<file path="src/rtl/ser_frame_rx.sv">
// Serial frame receiver: start-bit detection, mid-bit oversampled capture,
// optional parity check, stop-bit check, and a valid/ready word output.
//
// Ports:
//   clk        - clock, all logic on posedge
//   rst        - synchronous active-high reset
//   si         - serial line, idle high; start(0), WIDTH data, [parity], stop(1)
//   out_ready  - consumer accepts out_data when out_valid && out_ready
//   out_data   - received word (registered)
//   out_valid  - out_data holds an unaccepted word
//   parity_err - parity mismatch flag for the word in out_data
//   frame_err  - one-cycle pulse when the stop bit is sampled low
//   overrun    - one-cycle pulse when a completed word is dropped
//   busy       - high in every state except IDLE
module ser_frame_rx #(
    parameter int WIDTH      = 5,
    parameter int DIV        = 4,
    parameter int MSB_FIRST  = 1,
    parameter int PARITY_EN  = 1,
    parameter int PARITY_ODD = 0
) (
    input  logic             clk,
    input  logic             rst,
    input  logic             si,
    input  logic             out_ready,
    output logic [WIDTH-1:0] out_data,
    output logic             out_valid,
    output logic             parity_err,
    output logic             frame_err,
    output logic             overrun,
    output logic             busy
);

    typedef enum logic [2:0] {
        S_IDLE,
        S_START,
        S_DATA,
        S_PARITY,
        S_STOP,
        S_WAIT
    } state_t;

    localparam int CW = $clog2(DIV);
    localparam int BW = (WIDTH > 1) ? $clog2(WIDTH) : 1;

    localparam logic [CW-1:0] HALF_M1 = CW'(DIV / 2 - 1);
    localparam logic [CW-1:0] FULL_M1 = CW'(DIV - 1);
    localparam logic [BW-1:0] LAST    = BW'(WIDTH - 1);
    localparam logic          ODD_BIT = (PARITY_ODD != 0);
    localparam logic          HAS_PAR = (PARITY_EN != 0);

    state_t           state_q, state_d;
    logic [CW-1:0]    cnt_q,   cnt_d;
    logic [BW-1:0]    bit_q,   bit_d;
    logic [WIDTH-1:0] shreg_q, shreg_d;
    logic             err_q,   err_d;
    logic [WIDTH-1:0] data_q,  data_d;
    logic             valid_q, valid_d;
    logic             perr_q,  perr_d;
    logic             ferr_q,  ferr_d;
    logic             ovr_q,   ovr_d;

    logic             half_tick;
    logic             full_tick;
    logic [WIDTH-1:0] shifted;

    // START samples half a bit in; every later sample is one full bit on.
    assign half_tick = (cnt_q == HALF_M1);
    assign full_tick = (cnt_q == FULL_M1);

    generate
        if (WIDTH == 1) begin : g_w1
            assign shifted = si;
        end else if (MSB_FIRST != 0) begin : g_msb
            assign shifted = {shreg_q[WIDTH-2:0], si};
        end else begin : g_lsb
            assign shifted = {si, shreg_q[WIDTH-1:1]};
        end
    endgenerate

    // State and datapath registers
    always_ff @(posedge clk) begin
        if (rst) begin
            state_q <= S_IDLE;
            cnt_q   <= '0;
            bit_q   <= '0;
            shreg_q <= '0;
            err_q   <= 1'b0;
            data_q  <= '0;
            valid_q <= 1'b0;
            perr_q  <= 1'b0;
            ferr_q  <= 1'b0;
            ovr_q   <= 1'b0;
        end else begin
            state_q <= state_d;
            cnt_q   <= cnt_d;
            bit_q   <= bit_d;
            shreg_q <= shreg_d;
            err_q   <= err_d;
            data_q  <= data_d;
            valid_q <= valid_d;
            perr_q  <= perr_d;
            ferr_q  <= ferr_d;
            ovr_q   <= ovr_d;
        end
    end

    // Next-state and bit-timing logic
    always_comb begin
        state_d = state_q;
        cnt_d   = cnt_q + 1'b1;
        bit_d   = bit_q;
        shreg_d = shreg_q;
        err_d   = err_q;
        unique case (state_q)
            S_IDLE: begin
                cnt_d = '0;
                bit_d = '0;
                err_d = 1'b0;
                if (!si) begin
                    state_d = S_START;
                end
            end
            S_START: begin
                if (half_tick) begin
                    cnt_d   = '0;
                    // A high line at mid-start is a glitch.
                    state_d = si ? S_IDLE : S_DATA;
                end
            end
            S_DATA: begin
                if (full_tick) begin
                    cnt_d   = '0;
                    shreg_d = shifted;
                    bit_d   = bit_q + 1'b1;
                    if (bit_q == LAST) begin
                        bit_d   = '0;
                        state_d = HAS_PAR ? S_PARITY : S_STOP;
                    end
                end
            end
            S_PARITY: begin
                if (full_tick) begin
                    cnt_d   = '0;
                    // Odd total of ones is an error for even parity.
                    err_d   = (^shreg_q) ^ si ^ ODD_BIT;
                    state_d = S_STOP;
                end
            end
            S_STOP: begin
                if (full_tick) begin
                    cnt_d   = '0;
                    state_d = si ? S_IDLE : S_WAIT;
                end
            end
            S_WAIT: begin
                cnt_d = '0;
                if (si) begin
                    state_d = S_IDLE;
                end
            end
            default: begin
                state_d = S_IDLE;
            end
        endcase
    end

    // Output register next-values and the handshake
    always_comb begin
        valid_d = valid_q & ~out_ready;
        data_d  = data_q;
        perr_d  = perr_q;
        ferr_d  = 1'b0;
        ovr_d   = 1'b0;
        if ((state_q == S_STOP) && full_tick) begin
            if (si) begin
                // An accept on this edge frees the slot for the new word.
                if (!valid_q || out_ready) begin
                    data_d  = shreg_q;
                    valid_d = 1'b1;
                    perr_d  = HAS_PAR ? err_q : 1'b0;
                end else begin
                    ovr_d = 1'b1;
                end
            end else begin
                ferr_d = 1'b1;
            end
        end
    end

    assign out_data   = data_q;
    assign out_valid  = valid_q;
    assign parity_err = perr_q;
    assign frame_err  = ferr_q;
    assign overrun    = ovr_q;
    assign busy       = (state_q != S_IDLE);

endmodule
</file>
<file path="config.mk">
export PLATFORM = sky130hd
export DESIGN_NAME = ser_frame_rx
export DESIGN_NICKNAME = d
export VERILOG_FILES = /design/src/rtl/ser_frame_rx.sv
export SDC_FILE = /design/constraint.sdc
export NUM_CORES = 1
export LEC_CHECK = 0
export ABC_CLOCK_PERIOD_IN_PS = 1800
export BUFFER_PORTS_ARGS = -buffer_cell sky130_fd_sc_hd__buf_2
export CAP_MARGIN = 20
export CORE_MARGIN = 2
export CORE_UTILIZATION = 45
export DETAILED_ROUTE_END_ITERATION = 6
export PLACE_DENSITY_LB_ADDON = 0.12
export SKIP_CTS_REPAIR_TIMING = 1
export SYNTH_ARGS = -nofsm -noshare
export SYNTH_HDL_FRONTEND = slang
export SYNTH_SLANG_ARGS = --single-unit
export TNS_END_PERCENT = 50
</file>
<file path="constraint.sdc">
create_clock -name clk -period 1.8 [get_ports clk]
set_input_delay 0.36 -clock clk [delete_from_list [all_inputs] [get_ports clk]]
set_output_delay 0.36 -clock clk [all_outputs]
set_load 0.01 [all_outputs]
</file>
==> impl_metrics.py <==
metrics = {
    "run_status": {
        "outcome": "finished, final reports clean",
    },
    "logic_synthesis": {
        "ys_async_sr_fraction_pct": 0,
        "synth_top_cell_area_share_pct": 39.0,
        "yosys.area.top_type": "dfxtp_1",
        "ys_ff_latch": 23,
        "syn_inst": 125,
        "yosys_warnings": 0,
        "synth_cell_types": 37,
        "syn_nets": 135,
        "ys.flop_type": "dfxtp_1",
        "synthTopCellsByArea": "dfxtp_1 (39%), mux2i_1 (9.3%), ha_1 (6.4%)",
        "synth_area_um2": 1180,
        "synth_edf_count": 0,
        "yosysSeqAreaShare_pct": 39.0,
        "synth.avg_cell_area_um2": 9.45,
    },
    "global_route": {
        "grt_pass1_vias": 771,
        "gr-usage-all-layers_pct": 14.7,
        "grt_first_pass_wirelength_mm": 3.62,
        "antenna_found_initial": 0,
        "grt_overflow": 0,
        "grt_max_degree": 25,
    },
    "cells_and_area": {
        "nets": 150,
        "layout-area-overhead-vs-synth_pct": 10.9,
        "layout.cells.non_filler": 169,
        "fillers": 231,
        "antenna_cells": 0,
        "layout-drive-gt1-share_pct": 23.7,
    },
    "routing": {
        "wl_per_cell_um": 13.0,
        "wl_mm": 2.20,
        "vias": 931,
        "drc": 0,
        "viasPerCell": 5.51,
        "drtIter0Drc": 17,
        "drtPass1Iterations": 4,
        "antenna_left": 0,
    },
    "setup_path": {
        "start_kind": "flop",
        "crit_family": "flip-flops",
        "required_ns": 1.44,
        "crit_buf_inv": 2,
        "reg2reg_from": "cnt_q[1]$_SDFF_PP0_",
        "critPathCaptureType": "output port",
        "arrival_ns": 1.32,
        "crit_chain": "buf_4 -> nor2_2 -> nand2_1 -> buf_2",
        "path_max_fanout": 11,
        "crit_start": "state_q[2]$_SDFFE_PP0P_",
        "cpPeakStageDelay_ns": 0.40,
        "slowest_stage": "dfxtp_2",
        "rrSetupSlack_ns": 0.16,
        "critPathKind": "reg2out",
        "r2r_end": "state_q[1]$_SDFFE_PP0P_",
        "cp.depth": 4,
        "worst_r2r_path_depth": 6,
        "endpoint": "busy",
    },
    "die": {
        "die-area_um2": 3050,
        "ioPinCount": 14,
        "fp-row-count": 18,
        "die-height_um": 55.2,
        "core_area_um2": 2480,
        "initial_core_util_pct": 47.7,
        "die-width_um": 55.2,
    },
    "timing": {
        "finalSetupViolCount": 0,
        "period_needed_ns": 1.68,
        "worst_pin_slew_ns": 0.433,
        "clock.fmax_mhz": 597,
        "slew_headroom_pct": 71.1,
        "drv_slew": 0,
        "hold_viol": 0,
        "fin_ws_ns": 0.125,
        "rsz0062_at_grt": "no",
        "period_share_pct": 93.1,
        "finClkSkew_ns": 0.00714,
    },
    "placement": {
        "dp.final_hpwl_mm": 1.53,
        "io_buffers": 13,
        "dp_slack_ns": 0.188,
        "dpl.cell_count": 165,
        "finalWeightedCongestion": 0.768,
    },
    "hold_path": {
        "hold_class": "in2reg",
        "worstHoldPathCells": 3,
        "hp-start": "out_ready",
    },
    "clock_network": {
        "path_clk_slew_ns": 0.12,
        "cts_root_buf": "clkbuf_4",
        "cts_tree": "yes",
        "insertion_delay_ns": 0.32,
        "cts_buffers": 3,
        "htree_levels": 1,
        "clk_path_buf_depth": 2,
        "clock-sinks": 23,
    },
    "pwr": {
        "powerDensity_nw_per_um2": 828,
        "ir_drop_mv": 0.576,
        "power_leakage_nw": 0.552,
    },
    "flow_run": {
        "drv_cap": 0,
    },
}
[layout make-up]
type	instances	area [um^2]	share of cell area (%)
Clock buffer	3	22.5	1.72
Clock inverter	1	5.00	0.382
Inverter	6	22.5	1.72
Multi-Input combinational cell	89	664	50.7
Sequential cell	23	463	35.3
Tap cell	30	37.5	2.87
Timing Repair Buffer	17	95.1	7.26
[synthesized netlist by cell type, drive strengths merged (2+ instances only)]
cell type and instances:
clkbuf 4, nor4b 2, buf 3, nor3 2, nand4 2, mux2i 11
o21ai 5, inv 6, ha 6, nand2 6, a22oi 2, a21oi 8
xnor2 3, or3b 2, nand2b 4, dfxtp 23, nand3b 2, nand3 5
nor2 16
[worst min-delay path by stage]
stage                           end  slack (ns)
3_3_place_gp     err_q$_SDFFE_PP0P_        0.45
3_5_place_dp     err_q$_SDFFE_PP0P_        0.46
6_report         overrun$_SDFF_PP0_        0.37
4_1_cts        frame_err$_SDFF_PP0_        0.35
2_1_floorplan   cnt_q[0]$_SDFF_PP0_        0.43
5_1_grt        frame_err$_SDFF_PP0_        0.35
[logic make-up (layout without fill, tap and decap cells)]
logic type | after synthesis | in the layout | share of synthesized area (%)
AOI/OAI and AO/OA | 22 | 22 | 12.5
buffers and inverters | 13 | 27 | 4.98
DFF | 23 | 23 | 39.0
and+or+nand+nor | 46 | 46 | 23.7
muxes | 11 | 11 | 9.32
adders and majority gates | 6 | 6 | 6.36
xor gates and xnor gates | 4 | 4 | 4.13
[through the flow]
stage	cell area (um^2)	total power, mW	hold WS [ns]	setup TNS (ns)	util (%)
3_3_place_gp	1280	0.840	0.453	0	51.6
3_5_place_dp	1280	0.844	0.462	0	51.6
5_1_grt	1310	1.15	0.346	0	52.9
4_1_cts	1310	1.09	0.352	-0.00551	52.7
6_report	1310	1.08	0.366	0	52.9
2_1_floorplan	1180	0.780	0.433	0	-
[state kept, by name, indices dropped and copies added, names as in the netlist]
signal / cells
bit_q: 3
cnt_q: 2
err_q: 1
frame_err: 1
out_data: 5
out_valid: 1
overrun: 1
parity_err: 1
shreg_q: 5
state_q: 3
[cells in the final DEF (no fill, tap or decap), drive strengths merged, types with 2 or more instances in the layout]
| cell type | instances |
|---|---|
| a21oi | 8 |
| a22oi | 2 |
| buf | 17 |
| clkbuf | 3 |
| dfxtp | 23 |
| ha | 6 |
| inv | 6 |
| mux2i | 11 |
| nand2 | 6 |
| nand2b | 4 |
| nand3 | 5 |
| nand3b | 2 |
| nand4 | 2 |
| nor2 | 16 |
| nor3 | 2 |
| nor4b | 2 |
| o21ai | 5 |
| or3b | 2 |
| xnor2 | 3 |
[where the power goes]
part | switching, mW | internal, mW | leakage, nW
logic | 0.140 | 0.118 | 0.348
registers | 0.0512 | 0.531 | 0.187
clock network | 0.162 | 0.0831 | 0.0177
[worst reg2reg max path: stages (launching register included)]
cell	delay [ns]
dfxtp_1	0.40
inv_1	0.06
ha_1	0.17
or4b_4	0.49
o221a_4	0.15
a211o_1	0.26
nand2_1	0.06
[layer usage]
layer / share of wire [%] / up-vias / global-route usage [%]
li1: - / 466 / -
met1: 50 / 429 / 21.2
met2: 43 / 32 / 21.4
met3: 5.3 / 4 / 2.81
met4: 1.0 / 0 / 6.27
met5: 0 / - / 0
Power figures use the tool's default switching activity.
